--- config.mk ---
export PLATFORM = sky130hd
export DESIGN_NAME = pong_game_ctrl_flat
export DESIGN_NICKNAME = d
export VERILOG_FILES = /design/src/rtl/pong_game_ctrl_if.sv /design/src/rtl/pong_game_ctrl.sv /design/src/flat_wrapper.sv
export SDC_FILE = /design/constraint.sdc
export NUM_CORES = 1
export LEC_CHECK = 0
export CORE_MARGIN = 3
export CORE_UTILIZATION = 60
export DETAILED_ROUTE_END_ITERATION = 10
export GPL_TIMING_DRIVEN = 0
export PLACE_DENSITY_LB_ADDON = 0.3
export SYNTH_ARGS = -nofsm -noshare
export SYNTH_HDL_FRONTEND = slang
export SYNTH_SLANG_ARGS = --single-unit
--- constraint.sdc ---
create_clock -name clk_25mhz -period 9.97 [get_ports clk_25mhz]
set_clock_uncertainty 0.2 [all_clocks]
set_input_delay 1.994 -clock clk_25mhz [delete_from_list [all_inputs] [get_ports clk_25mhz]]
set_output_delay 1.994 -clock clk_25mhz [all_outputs]
set_load 0.02 [all_outputs]
--- src/rtl/pong_game_ctrl_if.sv ---
// Pong controller bus: motion strobe, start button and paddle positions in,
// ball position, scores and game status out.
interface pong_game_ctrl_if;
    logic       move_tick;
    logic       btn_start;
    logic [9:0] paddle1_y;
    logic [9:0] paddle2_y;
    logic [9:0] ball_x;
    logic [9:0] ball_y;
    logic       ball_visible;
    logic [3:0] score1;
    logic [3:0] score2;
    logic [2:0] state;
    logic [1:0] winner;
    logic       point_strobe;

    // Driver side: supplies strobes, button and paddles, observes the game.
    modport master (
        output move_tick, btn_start, paddle1_y, paddle2_y,
        input  ball_x, ball_y, ball_visible, score1, score2, state, winner, point_strobe
    );

    // Controller side.
    modport slave (
        input  move_tick, btn_start, paddle1_y, paddle2_y,
        output ball_x, ball_y, ball_visible, score1, score2, state, winner, point_strobe
    );
endinterface

--- src/rtl/pong_game_ctrl.sv ---
// Pong game controller: serve/play/point/game-over sequencing, ball motion
// with wall bounces and paddle hits, scoring and winner detection.
// Every output comes straight from a register.
module pong_game_ctrl #(
    parameter int unsigned SCREEN_WIDTH  = 640,
    parameter int unsigned SCREEN_HEIGHT = 480,
    parameter int unsigned PADDLE_SIZE   = 64,
    parameter int unsigned PADDLE_WIDTH  = 16,
    parameter int unsigned BALL_SIZE     = 8,
    parameter int unsigned WIN_SCORE     = 9,
    parameter int unsigned POINT_TICKS   = 64
) (
    input  logic               clk_25mhz,
    input  logic               clk_locked,
    pong_game_ctrl_if.slave    bus
);

    typedef enum logic [2:0] {
        S_IDLE     = 3'd0,
        S_SERVE    = 3'd1,
        S_PLAY     = 3'd2,
        S_POINT    = 3'd3,
        S_GAMEOVER = 3'd4
    } state_t;

    localparam int unsigned PT_W = (POINT_TICKS > 1) ? $clog2(POINT_TICKS) : 1;

    localparam logic [9:0]  CENTER_X = 10'(SCREEN_WIDTH / 2);
    localparam logic [9:0]  CENTER_Y = 10'(SCREEN_HEIGHT / 2);
    localparam logic [9:0]  Y_TOP    = 10'(BALL_SIZE);
    localparam logic [9:0]  Y_BOT    = 10'(SCREEN_HEIGHT - BALL_SIZE);
    localparam logic [9:0]  X_LHIT   = 10'(PADDLE_WIDTH + BALL_SIZE);
    localparam logic [9:0]  X_RHIT   = 10'(SCREEN_WIDTH - PADDLE_WIDTH - BALL_SIZE);
    localparam logic [9:0]  X_LMISS  = 10'(BALL_SIZE);
    localparam logic [9:0]  X_RMISS  = 10'(SCREEN_WIDTH - BALL_SIZE);
    localparam logic [10:0] BS_EXT   = 11'(BALL_SIZE);
    localparam logic [10:0] PS_EXT   = 11'(PADDLE_SIZE);
    localparam logic [3:0]  WIN_Q    = 4'(WIN_SCORE);
    localparam logic [PT_W-1:0] PT_LAST = PT_W'(POINT_TICKS - 1);

    // Direction encoding: dir_x 1 = right, dir_y 1 = down.
    state_t          state_q,   state_d;
    logic [9:0]      ball_x_q,  ball_x_d;
    logic [9:0]      ball_y_q,  ball_y_d;
    logic            dir_x_q,   dir_x_d;
    logic            dir_y_q,   dir_y_d;
    logic [3:0]      score1_q,  score1_d;
    logic [3:0]      score2_q,  score2_d;
    logic [1:0]      winner_q,  winner_d;
    logic            strobe_q,  strobe_d;
    logic            visible_q, visible_d;
    logic [PT_W-1:0] pcnt_q,    pcnt_d;
    logic            btn_prev_q, btn_prev_d;
    logic            armed_q,   armed_d;

    logic            press;
    logic            dir_y_new;
    logic [10:0]     by_ext, p1_ext, p2_ext;
    logic            lhit_y, rhit_y;
    logic [3:0]      score1_inc, score2_inc;

    // A press needs a rising button edge, and the button must have been seen
    // low at least once since reset so a button held through reset is ignored.
    assign press = bus.btn_start & ~btn_prev_q & armed_q;

    // Vertical overlap between the ball and each paddle, in 11 bits so the
    // sums cannot wrap.
    assign by_ext = {1'b0, ball_y_q};
    assign p1_ext = {1'b0, bus.paddle1_y};
    assign p2_ext = {1'b0, bus.paddle2_y};
    assign lhit_y = (by_ext + BS_EXT >= p1_ext) && (by_ext - BS_EXT <= p1_ext + PS_EXT);
    assign rhit_y = (by_ext + BS_EXT >= p2_ext) && (by_ext - BS_EXT <= p2_ext + PS_EXT);

    assign score1_inc = score1_q + 4'd1;
    assign score2_inc = score2_q + 4'd1;

    // State and datapath registers; reset returns everything to the idle picture.
    always_ff @(posedge clk_25mhz or negedge clk_locked) begin
        if (!clk_locked) begin
            state_q    <= S_IDLE;
            ball_x_q   <= CENTER_X;
            ball_y_q   <= CENTER_Y;
            dir_x_q    <= 1'b1;
            dir_y_q    <= 1'b0;
            score1_q   <= 4'd0;
            score2_q   <= 4'd0;
            winner_q   <= 2'd0;
            strobe_q   <= 1'b0;
            visible_q  <= 1'b0;
            pcnt_q     <= '0;
            btn_prev_q <= 1'b0;
            armed_q    <= 1'b0;
        end else begin
            state_q    <= state_d;
            ball_x_q   <= ball_x_d;
            ball_y_q   <= ball_y_d;
            dir_x_q    <= dir_x_d;
            dir_y_q    <= dir_y_d;
            score1_q   <= score1_d;
            score2_q   <= score2_d;
            winner_q   <= winner_d;
            strobe_q   <= strobe_d;
            visible_q  <= visible_d;
            pcnt_q     <= pcnt_d;
            btn_prev_q <= btn_prev_d;
            armed_q    <= armed_d;
        end
    end

    // Next-state, ball motion, scoring and the registered-output precompute.
    always_comb begin
        state_d    = state_q;
        ball_x_d   = ball_x_q;
        ball_y_d   = ball_y_q;
        dir_x_d    = dir_x_q;
        dir_y_d    = dir_y_q;
        score1_d   = score1_q;
        score2_d   = score2_q;
        winner_d   = winner_q;
        strobe_d   = 1'b0;
        pcnt_d     = pcnt_q;
        btn_prev_d = bus.btn_start;
        armed_d    = armed_q | ~bus.btn_start;
        dir_y_new  = dir_y_q;

        case (state_q)
            S_IDLE: begin
                ball_x_d = CENTER_X;
                ball_y_d = CENTER_Y;
                score1_d = 4'd0;
                score2_d = 4'd0;
                winner_d = 2'd0;
                if (press) begin
                    state_d = S_SERVE;
                    dir_x_d = 1'b1;
                    dir_y_d = 1'b0;
                end
            end

            S_SERVE: begin
                // Serve direction in x was already chosen when entering SERVE.
                ball_x_d = CENTER_X;
                ball_y_d = CENTER_Y;
                dir_y_d  = 1'b0;
                if (press) begin
                    state_d = S_PLAY;
                end
            end

            S_PLAY: begin
                if (bus.move_tick) begin
                    if (!dir_x_q && ball_x_q == X_LMISS) begin
                        // Left player conceded: ball stays put, next serve goes left.
                        score2_d = score2_inc;
                        strobe_d = 1'b1;
                        dir_x_d  = 1'b0;
                        pcnt_d   = '0;
                        if (score2_inc == WIN_Q) begin
                            state_d  = S_GAMEOVER;
                            winner_d = 2'd2;
                        end else begin
                            state_d  = S_POINT;
                        end
                    end else if (dir_x_q && ball_x_q == X_RMISS) begin
                        score1_d = score1_inc;
                        strobe_d = 1'b1;
                        dir_x_d  = 1'b1;
                        pcnt_d   = '0;
                        if (score1_inc == WIN_Q) begin
                            state_d  = S_GAMEOVER;
                            winner_d = 2'd1;
                        end else begin
                            state_d  = S_POINT;
                        end
                    end else begin
                        if (ball_y_q == Y_TOP) begin
                            dir_y_new = 1'b1;
                        end else if (ball_y_q == Y_BOT) begin
                            dir_y_new = 1'b0;
                        end
                        dir_y_d  = dir_y_new;
                        ball_y_d = dir_y_new ? ball_y_q + 10'd1 : ball_y_q - 10'd1;

                        if (!dir_x_q && ball_x_q == X_LHIT && lhit_y) begin
                            dir_x_d  = 1'b1;
                            ball_x_d = ball_x_q + 10'd1;
                        end else if (dir_x_q && ball_x_q == X_RHIT && rhit_y) begin
                            dir_x_d  = 1'b0;
                            ball_x_d = ball_x_q - 10'd1;
                        end else begin
                            ball_x_d = dir_x_q ? ball_x_q + 10'd1 : ball_x_q - 10'd1;
                        end
                    end
                end
            end

            S_POINT: begin
                if (bus.move_tick) begin
                    if (pcnt_q == PT_LAST) begin
                        state_d  = S_SERVE;
                        pcnt_d   = '0;
                        ball_x_d = CENTER_X;
                        ball_y_d = CENTER_Y;
                        dir_y_d  = 1'b0;
                    end else begin
                        pcnt_d = pcnt_q + 1'b1;
                    end
                end
            end

            S_GAMEOVER: begin
                if (press) begin
                    state_d  = S_SERVE;
                    score1_d = 4'd0;
                    score2_d = 4'd0;
                    winner_d = 2'd0;
                    dir_x_d  = 1'b1;
                    dir_y_d  = 1'b0;
                    ball_x_d = CENTER_X;
                    ball_y_d = CENTER_Y;
                end
            end

            default: begin
                state_d = S_IDLE;
            end
        endcase

        visible_d = (state_d == S_SERVE) || (state_d == S_PLAY);
    end

    assign bus.ball_x       = ball_x_q;
    assign bus.ball_y       = ball_y_q;
    assign bus.ball_visible = visible_q;
    assign bus.score1       = score1_q;
    assign bus.score2       = score2_q;
    assign bus.state        = state_q;
    assign bus.winner       = winner_q;
    assign bus.point_strobe = strobe_q;

endmodule
--- src/flat_wrapper.sv ---
// flat-port wrapper written by rule: the top's interface ports become plain ports
module pong_game_ctrl_flat 
#(
    parameter int unsigned SCREEN_WIDTH  = 640,
    parameter int unsigned SCREEN_HEIGHT = 480,
    parameter int unsigned PADDLE_SIZE   = 64,
    parameter int unsigned PADDLE_WIDTH  = 16,
    parameter int unsigned BALL_SIZE     = 8,
    parameter int unsigned WIN_SCORE     = 9,
    parameter int unsigned POINT_TICKS   = 64
)
  (clk_25mhz, clk_locked, bus_move_tick, bus_btn_start, bus_paddle1_y, bus_paddle2_y, bus_ball_x, bus_ball_y, bus_ball_visible, bus_score1, bus_score2, bus_state, bus_winner, bus_point_strobe);
  pong_game_ctrl_if bus_i ();
  input  logic clk_25mhz;
  input  logic clk_locked;
  input wire logic [$bits(bus_i.move_tick)-1:0] bus_move_tick;
  input wire logic [$bits(bus_i.btn_start)-1:0] bus_btn_start;
  input wire logic [$bits(bus_i.paddle1_y)-1:0] bus_paddle1_y;
  input wire logic [$bits(bus_i.paddle2_y)-1:0] bus_paddle2_y;
  output wire logic [$bits(bus_i.ball_x)-1:0] bus_ball_x;
  output wire logic [$bits(bus_i.ball_y)-1:0] bus_ball_y;
  output wire logic [$bits(bus_i.ball_visible)-1:0] bus_ball_visible;
  output wire logic [$bits(bus_i.score1)-1:0] bus_score1;
  output wire logic [$bits(bus_i.score2)-1:0] bus_score2;
  output wire logic [$bits(bus_i.state)-1:0] bus_state;
  output wire logic [$bits(bus_i.winner)-1:0] bus_winner;
  output wire logic [$bits(bus_i.point_strobe)-1:0] bus_point_strobe;
  assign bus_i.move_tick = bus_move_tick;
  assign bus_i.btn_start = bus_btn_start;
  assign bus_i.paddle1_y = bus_paddle1_y;
  assign bus_i.paddle2_y = bus_paddle2_y;
  assign bus_ball_x = bus_i.ball_x;
  assign bus_ball_y = bus_i.ball_y;
  assign bus_ball_visible = bus_i.ball_visible;
  assign bus_score1 = bus_i.score1;
  assign bus_score2 = bus_i.score2;
  assign bus_state = bus_i.state;
  assign bus_winner = bus_i.winner;
  assign bus_point_strobe = bus_i.point_strobe;
  pong_game_ctrl #(.SCREEN_WIDTH(SCREEN_WIDTH), .SCREEN_HEIGHT(SCREEN_HEIGHT), .PADDLE_SIZE(PADDLE_SIZE), .PADDLE_WIDTH(PADDLE_WIDTH), .BALL_SIZE(BALL_SIZE), .WIN_SCORE(WIN_SCORE), .POINT_TICKS(POINT_TICKS)) u_core (.clk_25mhz(clk_25mhz), .clk_locked(clk_locked), .bus(bus_i));
endmodule
### Yosys cells after proc, flatten, opt, wreduce, memory -nomap -nowiden

Index checks and enable logic that the tools add are counted.

| cells by class | value |
|---|---|
| add/subtract/negate cells | 11 |
| order comparisons | 4 |
| equality and inequality tests | 28 |
| multiplexer cells | 73 |
| bitwise gates (word level) | 5 |
| reductions and logical operators | 25 |

Operators with widths:

| cell | number |
|---|---|
| $mux 10 | 16 |
| $pmux 10 s4 | 2 |
| $mux 6 | 5 |
| $mux 3 | 9 |
| $mux 4 | 6 |
| $pmux 4 s3 | 2 |
| $add 10x7->11 const B | 2 |
| $ge 11x10->1 | 2 |
| $le 11x11->1 | 2 |
| $mux 1 | 22 |
| $add 10x1->10 const B | 2 |
| $eq 10x10->1 const B | 2 |
| $eq 10x4->1 const B | 2 |
| $sub 10x1->10 const B | 2 |
| $reduce_and 7->1 | 2 |
| $mux 2 | 6 |
| $pmux 3 s4 | 1 |
| $pmux 6 s2 | 1 |
| $reduce_and 4->1 | 3 |
| $add 10x4->11 const B | 1 |
| $sub 10x4->11 const B | 1 |
| $eq 10x5->1 const B | 1 |
| $eq 10x9->1 const B | 1 |
| $ne 2x1->1 const B | 5 |
| other kinds (27) | 48 |

| storage, ports and cells | value |
|---|---|
| register bits | 45 |
| bits of input ports | 24 |
| output and inout bits | 35 |
| logic and storage cells | 159 |

### Longest topological paths before layout

| depth | value |
|---|---|
| word-level depth | 12 |
| depth in mapped cells | 18 |
| mapped depth without buffers | 17 |

### Worst setup path before layout

Ideal clock, no wire load.

| timing path | value |
|---|---|
| path type | input-to-reg |
| from | in bus_paddle2_y[6] |
| to | reg u_core.ball_x_q[2] (netlist: u_core.bus.ball_x[2]) |
| setup time | 0.076 ns |
| arrival time | 4.357 ns |
| data required time | 9.694 ns |
| setup slack | 5.337 ns |
| stages | 13 |
| path buffers | 1 |
| cell sequence | ha_1 inv_1 ha_1 nand4_1 a21oi_1 a211o_1 a221o_1 a211o_1 a21bo_1 buf_6 mux2i_1 or3_1 o21ai_1 |

| between the ends | value |
|---|---|
| word-level cells in the longest chain between the ends | 10 |
| elaborated cells on any way between the ends | 11 |
| those cells by class | add/sub: 1; order compare: 2; mux: 6; reduce/logical: 2 |

Ends and longest elaborated chain:

| item | RTL line | source |
|---|---|---|
| start: declaration | flat_wrapper.sv:19 | `input wire logic [$bits(bus_i.paddle2_y)-1:0] bus_paddle2_y;` |
| $add 10x7->11 | pong_game_ctrl.sv:72 | `assign rhit_y = (by_ext + BS_EXT >= p2_ext) && (by_ext - BS_EXT <= p2_ext + PS_EXT);` |
| $le 11x11->1 | pong_game_ctrl.sv:72 |  |
| $logic_and 1x1->1 * | pong_game_ctrl.sv:72 |  |
| $logic_and 1x1->1 * | pong_game_ctrl.sv:187 | `end else if (dir_x_q && ball_x_q == X_RHIT && rhit_y) begin` |
| $mux 10 * | pong_game_ctrl.sv:187 |  |
| $mux 10 * | pong_game_ctrl.sv:184 | `if (!dir_x_q && ball_x_q == X_LHIT && lhit_y) begin` |
| $mux 10 * | pong_game_ctrl.sv:164 | `end else if (dir_x_q && ball_x_q == X_RMISS) begin` |
| $mux 10 * | pong_game_ctrl.sv:152 | `if (!dir_x_q && ball_x_q == X_LMISS) begin` |
| $mux 10 * | pong_game_ctrl.sv:151 | `if (bus.move_tick) begin` |
| $pmux 10 s4 * | pong_game_ctrl.sv:126 | `case (state_q)` |
| end signal: assignment | pong_game_ctrl.sv:95 | `ball_x_q <= ball_x_d;` |
| end: declaration | pong_game_ctrl.sv:43 | `logic [9:0] ball_x_q, ball_x_d;` |

Mark *: on every way between the ends. The rest lies on a longest branch, timed or not. The select of a mux whose other input is x is not followed.
A chain may end at the register's enable or synchronous reset.

### Worst setup path in the final report

Ends and elaborated chain as after synthesis.

==> metrics.md <==
| Metric | Value |
|---|---|
| CP Data Required Time | `10.01 ns` |
| EDFF count, synth | `0` |
| First-pass detailed-route iteration total | `5` |
| Clock sink count | `45` |
| First-pass GRT wire length | `17,300 um` |
| I/O pin cnt | `59` |
| Area contributors post-synth | `dfrtp_1 (23%), ha_1 (16%), a21oi_1 (4.9%)` |
| Core area | `0.00646 mm2` |
| Routed via count | `3,910` |
| Mux contribution to synthesized area | `about 1.5%` |
| Post-Synth Simple-Gate Area | `21.1%` |
| N_diodes | `0` |
| H-tree depth | `2` |
| Post-CTS Setup Bufs | `0` |
| Comb pwr share | `between 60 and 70%` |
| Status | `completed` |
| RSZ-0062 raised after global routing | `false` |
| Area Growth Syn to Fin | `19.6%` |
| GPL Wtd Cong | `0.924` |
| Max cap viols | `0` |
| Synth warn | `0` |
| Initial antenna violation count | `0` |
| IO Port Bufs | `58` |
| Clk root buf | `clkbuf_8` |
| Initial DRC Count | `332` |
| Share of cells above drive strength 1 | `5.73%` |
| Final Util | `75.0%` |
| HPWL after DPL | `8080 um` |
| Reg power frac | `24.9%` |
| Post-synthesis adder-cell area fraction | `~17%` |
| Xor and xnor area share after synthesis | `6.52%` |
| Rows | `29` |
| Crit path DAT | `5.25 ns` |
| Critical Path Start Type | `input pin` |
| Largest net degree at the start of global routing | `25` |
| Via density per instance | `6.16` |
| Initial Utilization | `62.7%` |
| VDD IR-drop max | `223 uV` |
| DRT antenna net count | `0` |
| Switching share of power | `48.6%` |
| Net Switching | `around 0.00056 W` |
| Max-slew violations | `0` |
| Clock buffer depth | `2` |
| Post-synthesis compound-gate area fraction | `20.3%` |
| Pleak | `approximately 2.1 nW` |
| Cell Area, Synth | `a little over 0.004 mm2` |
| Fraction of registers with async set/reset | `100%` |
| Fin nets | `634` |
| Fmax achieved | `approximately 190 MHz` |
| Top cell family by delay on the critical path | `compound AO/OA/AOI/OAI gates` |
| CP max stage delay | `0.52 ns` |
| Drt drc | `0` |
| Total gr overflow | `0` |
| Avg Synthesized Cell Area | `8.25 um2` |
| CP Buf/Inv Count | `3` |
| Post-CTS Hold Buffers | `0` |
| Fin crit share | `52.3%` |
| Routed Wire Length | `10,500 um` |
| Filler instances | `488` |
| Largest area contributor in the netlist | `dfrtp_1` |
| Final Hold Vio Count | `0` |
| Combinational family with the most area after synthesis | `simple AND/OR/NAND/NOR gates` |
| Top cells by count, synth | `ha_1 (52), nand2_1 (50), inv_1 (43)` |
| Register area | `0.00113 mm2` |
| Synth unique cells | `60` |
| Kind of critical path | `in -> reg` |
| Worst hold path type | `reg -> reg` |
| Setup crit end kind | `flop` |
| Overall global routing resource usage | `27.9%` |
| P_int | `0.000596 W` |
| CTS Buf Count | `5` |
| Syn Nets | `around 570` |
| Die footprint | `around 0.008 mm2` |
| Number of global-route vias before repair | `~3.7k` |
| DR WL/cell | `16.6 um` |
| Die width | `88.2 um` |
| Non-filler cells, final | `635` |
| Skew-Pair Late Insertion Delay | `0.30 ns` |
| Placed Cells incl. Taps | `627` |
| Max-slew headroom | `35.3%` |
| Synth Instances | `roughly 500` |
| Die H | `88.2 um` |
| Share of the synthesized area in the top cell type | `23.5%` |
| CTS tree | `yes` |
| Post-synthesis sequential area ratio | `28.0%` |
| Reg clk slew, reported paths | `~0.090 ns` |
| Setup TNS | `0 ns` |
| #FFs+latches synth | `45` |
| Post-CTS sizing | `0` |
| CP Cell Sequence | `clkdlybuf4s50_1 > ha_1 > inv_1 > ha_1 > nand4_1 > a21oi_1 > a211o_1 > a221o_1 > a211o_1 > a21bo_1 > buf_6 > mux2i_1 > or3_1 > o21ai_1` |
| Tmin final | `5.21 ns` |
| Crit Path Max Fanout | `9` |
| Most frequent cell after synthesis | `ha_1` |
| Slowest cell on the critical path | `clkdlybuf4s50_1` |
| Post-synth top flop | `dfrtp_1` |
| Setup violators final | `0` |
| Area of the multi-input gates | `0.00267 mm2` |
| Least-Margin Pin Slew | `between 0.9 and 1 ns` |
| PwrDens | `about 240 mW/mm2` |
| Clock power share | `10.5%` |
-- cell type report --
type                    instances  area share (%)
repair buffers                 59            12.4
flip-flops and latches         45            23.4
plain buffers                  16            1.65
inverters                      44            3.41
multi-input cells             386            55.1
well taps                      77            1.99
clock buffers                   6            1.70
clock inverters                 2           0.284
-- power groups by stage --
stage          registers (W)  logic, W  clock network (W)
6_report            0.000289  0.000749           0.000122
5_1_grt             0.000298  0.000825           0.000129
4_1_cts             0.000288  0.000739           0.000124
3_5_place_dp        0.000291  0.000731                  0
3_3_place_gp        0.000289  0.000693                  0
2_1_floorplan       0.000318  0.000476                  0
-- layer usage --
metal / global-route usage (%) / part of all wire (%) / up-vias / wire [um]
met3: 3.20 / 6.3 / 20 / 660
li1: - / - / 1889 / -
met2: 46.4 / 48 / 154 / 5050
met5: 0 / 0 / - / 0
met4: 8.10 / 1.9 / 0 / 202
met1: 38.4 / 44 / 1847 / 4630
-- kinds of logic (layout without fill, tap and decap cells) --
| kind of cell | after synthesis | after routing |
|---|---|---|
| muxes | 6 | 6 |
| xor gates and xnor gates | 28 | 28 |
| AOI/OAI and AO/OA | 132 | 132 |
| buffers and inverters | 60 | 127 |
| and+or+nand+nor | 167 | 167 |
| DFF | 45 | 45 |
| adders and majority gates | 53 | 53 |
-- cell usage in the layout (no fill, tap or decap), types with 7 or more instances in the layout --
master	netlist	layout
nor3_1	16	16
nand4_1	8	8
clkbuf_1	10	10
xor2_1	10	10
ha_1	52	52
dfstp_2	7	7
dfrtp_1	38	38
o31ai_1	7	7
nor2b_1	11	11
xnor2_1	17	17
nand3_1	28	28
clkdlybuf4s50_1	0	57
nand2_1	50	50
a21oi_1	40	40
o21ai_0	35	35
inv_1	43	43
nor2_1	21	21
-- final timing paths --
check,start,endpoint,slack (ns),cells after the start
setup / recovery,bus_paddle2_y[6],u_core.bus.ball_x[2]$_DFFE_PN0P_,4.76,14
hold / removal,u_core.armed_q$_DFF_PN0_,u_core.armed_q$_DFF_PN0_,0.29,1
setup reg to reg,u_core.bus.ball_y[9]$_DFFE_PN0P_,u_core.bus.ball_y[9]$_DFFE_PN0P_,5.58,18
hold reg to reg,u_core.armed_q$_DFF_PN0_,u_core.armed_q$_DFF_PN0_,0.29,1
max in group asynchronous,clk_locked,u_core.bus.ball_x[8]$_DFFE_PN1P_,7.50,2
min in group asynchronous,clk_locked,u_core.pcnt_q[2]$_DFFE_PN0P_,1.48,1
-- metrics by stage --
stage	power, W	worst slack (ns)	hold WS (ns)	cell area (um2)
5_1_grt	0.00125	4.63	0.306	4850
3_3_place_gp	0.000982	4.53	0.252	4730
2_1_floorplan	0.000794	5.34	0.235	4050
6_report	0.00116	4.76	0.292	4850
4_1_cts	0.00115	4.74	0.294	4850
3_5_place_dp	0.00102	4.41	0.272	4750
-- flip-flops by register name (all words and copies together), names as in the netlist --
name                     cells
u_core.bus.ball_x           10
u_core.bus.winner            2
u_core.dir_x_q               1
u_core.dir_y_q               1
u_core.bus.point_strobe      1
u_core.armed_q               1
u_core.btn_prev_q            1
u_core.bus.score1            4
u_core.bus.ball_visible      1
u_core.bus.score2            4
u_core.bus.ball_y           10
u_core.pcnt_q                6
u_core.bus.state             3
Note: power is estimated with default switching activity, not from simulation.
